File: src/rtl/uart_receiver.sv
// UART receiver: start, 8 data bits LSB first, even parity, stop; 16x oversampling.
// Define RX_SYNC_EN to pass RxD through a 2-flop synchronizer before use.
module uart_receiver #(
    parameter int CLK_HZ = 50000000
) (
    input  logic       clk,
    input  logic       reset,
    input  logic [2:0] baud_select,
    input  logic       RX_EN,
    input  logic       RxD,
    output logic [7:0] Rx_DATA,
    output logic       Rx_PERROR,
    output logic       Rx_FERROR,
    output logic       Rx_VALID
);

    localparam int DIV_300    = (CLK_HZ + 8 * 300)    / (16 * 300);
    localparam int DIV_1200   = (CLK_HZ + 8 * 1200)   / (16 * 1200);
    localparam int DIV_4800   = (CLK_HZ + 8 * 4800)   / (16 * 4800);
    localparam int DIV_9600   = (CLK_HZ + 8 * 9600)   / (16 * 9600);
    localparam int DIV_19200  = (CLK_HZ + 8 * 19200)  / (16 * 19200);
    localparam int DIV_38400  = (CLK_HZ + 8 * 38400)  / (16 * 38400);
    localparam int DIV_57600  = (CLK_HZ + 8 * 57600)  / (16 * 57600);
    localparam int DIV_115200 = (CLK_HZ + 8 * 115200) / (16 * 115200);
    localparam int CNT_W      = $clog2(DIV_300 + 1);

    typedef enum logic [2:0] {IDLE, START, DATA, PARITY, STOP} state_t;

    state_t             state_q, state_d;
    logic [2:0]         baud_q, baud_d;
    logic [CNT_W-1:0]   cnt_q, cnt_d;
    logic [3:0]         idx_q, idx_d;
    logic [2:0]         bit_cnt_q, bit_cnt_d;
    logic [7:0]         shift_q, shift_d;
    logic               parity_q, parity_d;
    logic               bit_q, bit_d;
    logic               seen_hi_q, seen_hi_d;
    logic               seen_lo_q, seen_lo_d;
    logic               noise_q, noise_d;
    logic               rxd_prev_q, rxd_prev_d;
    logic [7:0]         data_q, data_d;
    logic               perr_q, perr_d;
    logic               ferr_q, ferr_d;
    logic               valid_q, valid_d;
    logic [CNT_W-1:0]   div_m1;
    logic               tick;
    logic               cell_noisy;
    logic               frame_ferr;
    logic               rxd_s;

`ifdef RX_SYNC_EN
    logic               rxd_meta_q, rxd_sync_q;
    assign rxd_s = rxd_sync_q;
`else
    assign rxd_s = RxD;
`endif

    always_comb begin
        case (baud_q)
            3'd0:    div_m1 = CNT_W'(DIV_300 - 1);
            3'd1:    div_m1 = CNT_W'(DIV_1200 - 1);
            3'd2:    div_m1 = CNT_W'(DIV_4800 - 1);
            3'd3:    div_m1 = CNT_W'(DIV_9600 - 1);
            3'd4:    div_m1 = CNT_W'(DIV_19200 - 1);
            3'd5:    div_m1 = CNT_W'(DIV_38400 - 1);
            3'd6:    div_m1 = CNT_W'(DIV_57600 - 1);
            default: div_m1 = CNT_W'(DIV_115200 - 1);
        endcase
    end

    assign tick = (cnt_q == div_m1);

    always_comb begin
        state_d    = state_q;
        baud_d     = baud_q;
        cnt_d      = tick ? '0 : cnt_q + 1'b1;
        idx_d      = idx_q;
        bit_cnt_d  = bit_cnt_q;
        shift_d    = shift_q;
        parity_d   = parity_q;
        bit_d      = bit_q;
        seen_hi_d  = seen_hi_q;
        seen_lo_d  = seen_lo_q;
        noise_d    = noise_q;
        rxd_prev_d = rxd_s;
        data_d     = data_q;
        perr_d     = perr_q;
        ferr_d     = ferr_q;
        valid_d    = 1'b0;
        cell_noisy = bit_q ? seen_lo_q : seen_hi_q;
        frame_ferr = !bit_q || noise_q || cell_noisy;

        if (state_q == IDLE) begin
            baud_d = baud_select;
            if (baud_select != baud_q) begin
                cnt_d = '0;
            end
        end

        if (!RX_EN) begin
            state_d = IDLE;
            cnt_d   = '0;
        end else if (state_q == IDLE) begin
            if (rxd_prev_q && !rxd_s) begin
                state_d   = START;
                cnt_d     = '0;
                idx_d     = '0;
                bit_cnt_d = '0;
                parity_d  = 1'b0;
                seen_hi_d = 1'b0;
                seen_lo_d = 1'b0;
                noise_d   = 1'b0;
                perr_d    = 1'b0;
                ferr_d    = 1'b0;
            end
        end else if (tick) begin
            idx_d = idx_q + 4'd1;
            // Noise window: any disagreement with the mid-cell sample taints the frame.
            if (idx_q >= 4'd2 && idx_q <= 4'd13) begin
                seen_hi_d = seen_hi_q | rxd_s;
                seen_lo_d = seen_lo_q | !rxd_s;
            end
            if (idx_q == 4'd8) begin
                bit_d = rxd_s;
                case (state_q)
                    START:   if (rxd_s) state_d = IDLE;
                    DATA: begin
                        shift_d  = {rxd_s, shift_q[7:1]};
                        parity_d = parity_q ^ rxd_s;
                    end
                    PARITY:  parity_d = parity_q ^ rxd_s;
                    default: ;
                endcase
            end
            if (idx_q == 4'd15) begin
                noise_d   = noise_q | cell_noisy;
                seen_hi_d = 1'b0;
                seen_lo_d = 1'b0;
                case (state_q)
                    START:  state_d = DATA;
                    DATA: begin
                        bit_cnt_d = bit_cnt_q + 3'd1;
                        if (bit_cnt_q == 3'd7) state_d = PARITY;
                    end
                    PARITY: state_d = STOP;
                    STOP: begin
                        state_d = IDLE;
                        ferr_d  = frame_ferr;
                        perr_d  = parity_q;
                        if (!frame_ferr && !parity_q) begin
                            data_d  = shift_q;
                            valid_d = 1'b1;
                        end
                        // A start bit arriving right at the stop boundary must still be seen as an edge.
                        if (bit_q) rxd_prev_d = 1'b1;
                    end
                    default: state_d = IDLE;
                endcase
            end
        end
    end

    always_ff @(posedge clk) begin
        if (reset) begin
            state_q    <= IDLE;
            baud_q     <= '0;
            cnt_q      <= '0;
            idx_q      <= '0;
            bit_cnt_q  <= '0;
            shift_q    <= '0;
            parity_q   <= 1'b0;
            bit_q      <= 1'b0;
            seen_hi_q  <= 1'b0;
            seen_lo_q  <= 1'b0;
            noise_q    <= 1'b0;
            rxd_prev_q <= 1'b0;
            data_q     <= '0;
            perr_q     <= 1'b0;
            ferr_q     <= 1'b0;
            valid_q    <= 1'b0;
`ifdef RX_SYNC_EN
            rxd_meta_q <= 1'b1;
            rxd_sync_q <= 1'b1;
`endif
        end else begin
            state_q    <= state_d;
            baud_q     <= baud_d;
            cnt_q      <= cnt_d;
            idx_q      <= idx_d;
            bit_cnt_q  <= bit_cnt_d;
            shift_q    <= shift_d;
            parity_q   <= parity_d;
            bit_q      <= bit_d;
            seen_hi_q  <= seen_hi_d;
            seen_lo_q  <= seen_lo_d;
            noise_q    <= noise_d;
            rxd_prev_q <= rxd_prev_d;
            data_q     <= data_d;
            perr_q     <= perr_d;
            ferr_q     <= ferr_d;
            valid_q    <= valid_d;
`ifdef RX_SYNC_EN
            rxd_meta_q <= RxD;
            rxd_sync_q <= rxd_meta_q;
`endif
        end
    end

    assign Rx_DATA   = data_q;
    assign Rx_PERROR = perr_q;
    assign Rx_FERROR = ferr_q;
    assign Rx_VALID  = valid_q;

endmodule

File: config.mk
export PLATFORM = sky130hd
export DESIGN_NAME = uart_receiver
export DESIGN_NICKNAME = d
export VERILOG_FILES = /design/src/rtl/uart_receiver.sv
export SDC_FILE = /design/constraint.sdc
export NUM_CORES = 1
export LEC_CHECK = 0
export ABC_AREA = 1
export CAP_MARGIN = 30
export CORE_AREA = 3 3 99 101
export DETAILED_ROUTE_END_ITERATION = 8
export DIE_AREA = 0 0 102 104
export DONT_BUFFER_PORTS = 1
export PLACE_DENSITY = 0.58
export SLEW_MARGIN = 30
export SYNTH_ARGS = -nofsm -noshare
export SYNTH_HDL_FRONTEND = slang
export SYNTH_SLANG_ARGS = --single-unit
File: constraint.sdc
create_clock -name clk -period 1.7 [get_ports clk]
set_input_delay 0.085 -clock clk [delete_from_list [all_inputs] [get_ports clk]]
set_output_delay 0.085 -clock clk [all_outputs]
set_load 0.01 [all_outputs]
==> run metrics <==
cell count after placement 599; MaxCap Viol Count 0; htree depth 2; R2R Setup Slk -0.22 ns; final core utilization 41.9%; Tmin final 1.92 ns; DRC Markers 0; met2 usage 22.9%; hold-critical path endpoint bit_cnt_q[0]$_SDFFE_PP0P_; Final HPWL DP 5.24 mm; Slew Viols, Final 0; Root Buffer Master clkbuf_8; total core area 9110 um^2; Clk network pwr share 32.9%; num rows 35; post-synth cell types 33; filler cell count in the final layout 978; FF+latch count, synth 52; Clock Latency Late Sink 0.31 ns; CTS buffer count 5; Yosys warnings 0; Worst setup EP type register; Starting DRT DRC Count 116; Psw 636 uW; initial antenna violation count 0; GPL Wtd Cong 0.840; Peak Freq 521 MHz; port buffer count 0; count leader, synth nand2_1; Vias/cell 4.68; Fin Hold WS 0.00986 ns; worst r2r dst rxd_prev_q$_SDFF_PP0_; M1 GR Usage 19.4%; drt pass-1 iters 5; RSZ-0062 raised after global routing yes; VDD IR max 0.000353 V; Slew headroom 61.3%; Starting Density 32.6%; Net Sw Frac 27.7%; setup violators final 49; internal power 1.66 mW; Post-Syn Area 2970 um^2; setup ws final -0.220 ns; pin count of the biggest net entering global routing 22; total number of vias 2894; Routed WL per cell 11.8 um; synthesized area per cell 6.52 um^2; Worst Clk Skew 0.0147 ns; Worst path slowest cell dfxtp_4; total power 2.29 mW; post-synth top area cell dfxtp_1; setup slack after placement -0.326 ns; # diodes 0; slowest stage delay, CP 0.42 ns; Setup crit start baud_q[2]$_SDFFE_PP0P_; Clk pin slew, worst setup/hold paths 0.11 ns; reg2reg start baud_q[2]$_SDFFE_PP0P_; WHS Path Cells 3; Flop pwr share 54.2%; sequential area share after synthesis 35.1%; clock tree sinks 52; syn nets 469; top area cells in the synthesized netlist dfxtp_1, nand2_1, inv_1; dominant synthesized flop cell dfxtp_1; Yosys top cell area share 35.1%; cells along the critical path buf_6, nand2_4, nand2_1, nand2_1, nand2_1, nand2_1, nor2_1, nand2_1, nor2_4, nand2_2, nor2_4, buf_4, buf_6, nand3_2, a21oi_1; number of global-route vias before repair 2765; Critical Path Source Type register; crit path DAT 2.16 ns; Top Ports 18; global-route wire length before repair 12.5 mm; CP delay by family, top simple AND/OR/NAND/NOR gates; final instance area 3810 um^2; setup_tns -6.29 ns; NumNets Final 520; final hold violations 0; kind of critical path register to register; Cells after Synth 455; routed wire length 7.26 mm; Cell Pwr Density 601 nW/um^2; final cell count without fillers 618; failing checks negative setup slack; Gate power share 12.8%; Post-synth top cells nand2_1, inv_1, nor2_1; Post-synth EDFFs 0; hold path startpoint RX_EN; die area 10600 um^2; met3 Track Usage GR 2.82%; Most Used Layer, Global Route met2; CP Max Fanout 6; most frequent CP cell nand2_1; share of layout cells above drive strength 1 21.1%; Die X 102 um; Placed Area 3450 um^2; Final ANT Viol Nets 0; CP required 1.94 ns; deepest clock path buffer count 2; worst path bufs/invs 3; Die Span Y 104 um; Worst R2R Path Depth 15; HP Class input port to register; Slew @ Worst Pin 0.579 ns; Post-synth ARST share 0%; Layout area overhead 28.6%; grt ovf 0; status finished, violations left; period utilization 113%; GRT Util Overall 14.1%; LEAKAGE 1.65 nW; CTS tree yes
state kept, by name (all words and copies together) (netlist names):
name / count
Rx_VALID: 1
seen_lo_q: 1
Rx_FERROR: 1
bit_cnt_q: 3
cnt_q: 14
parity_q: 1
idx_q: 4
shift_q: 8
Rx_DATA: 8
baud_q: 3
noise_q: 1
seen_hi_q: 1
state_q: 3
rxd_prev_q: 1
bit_q: 1
Rx_PERROR: 1
metal layers:
layer	vias to the layer above	share of wire [%]	wire length, um
met5	-	0	0
met3	4	4.1	300
met1	1306	48	3460
met2	43	47	3440
met4	0	0.84	61
li1	1541	-	-
cells in the final DEF (no fill, tap or decap), types with 6 or more instances in the layout:
master / instances
nand2_2: 8
nor2_1: 58
nor3_1: 8
a21oi_1: 18
nand2_1: 93
ha_1: 7
buf_4: 45
o21ai_1: 7
inv_1: 70
o21ai_0: 14
nand4_1: 16
nand3_1: 34
xor2_1: 8
dfxtp_1: 49
nor2_2: 10
dlygate4sd3_1: 6
power groups by stage:
stage	Combinational, mW	Clock (mW)	Sequential [mW]
4_1_cts	0.270	0.789	1.24
6_report	0.294	0.756	1.24
3_3_place_gp	0.238	0	1.27
2_1_floorplan	0.171	0	1.26
5_1_grt	0.325	0.832	1.25
3_5_place_dp	0.239	0	1.27
cell families (layout without fill, tap and decap cells):
group                    count (synthesis)  in the layout  synth area share, %
buffers and inverters                   89            140                 12.0
AO/OA/AOI/OAI                           46             46                 8.14
adder cells (fa/ha/maj)                  7              7                 2.95
XOR/XNOR                                11             11                 3.25
flip-flops                              52             52                 35.1
AND/OR/NAND/NOR                        250            251                 38.5
final cells by class:
cell class                      instances  area (um^2)  share of cell area, %
Clock buffer                            5         68.8                   1.80
Clock inverter                          3         25.0                  0.656
Inverter                               74          293                   7.67
Multi-Input combinational cell        315         1710                   44.7
Sequential cell                        52         1050                   27.6
Tap cell                              111          139                   3.64
Timing Repair Buffer                   58          531                   13.9
what timing repair did:
action	in CTS	in global routing
resized for setup	20	14
pin swaps	4	7
cloned	1	2
endpoints found under the hold margin	23	0
buffers inserted	0	2
hold buffers	6	0
setup endpoints to repair	49	49
worst reg2reg max path, cell delays in order (launching register included):
cell     delay (ns)
dfxtp_4        0.42
buf_6          0.12
nand2_4        0.06
nand2_1        0.07
nand2_1        0.05
nand2_1        0.08
nand2_1        0.05
nor2_1         0.12
nand2_1        0.11
nor2_4         0.11
nand2_2        0.10
nor2_4         0.18
buf_4          0.14
buf_6          0.10
nand3_2        0.05
a21oi_1        0.11
how the worst max path moves through the flow:
stage	end	slack, ns	depth (start not counted)
finish	rxd_prev_q$_SDFF_PP0_	-0.22	15
global route	Rx_FERROR$_SDFFE_PP0P_	-0.37	15
CTS	Rx_DATA[7]$_SDFFE_PP0P_	-0.20	14
detailed placement	Rx_DATA[7]$_SDFFE_PP0P_	-0.33	13
global placement	Rx_DATA[6]$_SDFFE_PP0P_	-0.33	13
floorplan	Rx_DATA[1]$_SDFFE_PP0P_	-0.06	15
Power figures use the tool's default switching activity.
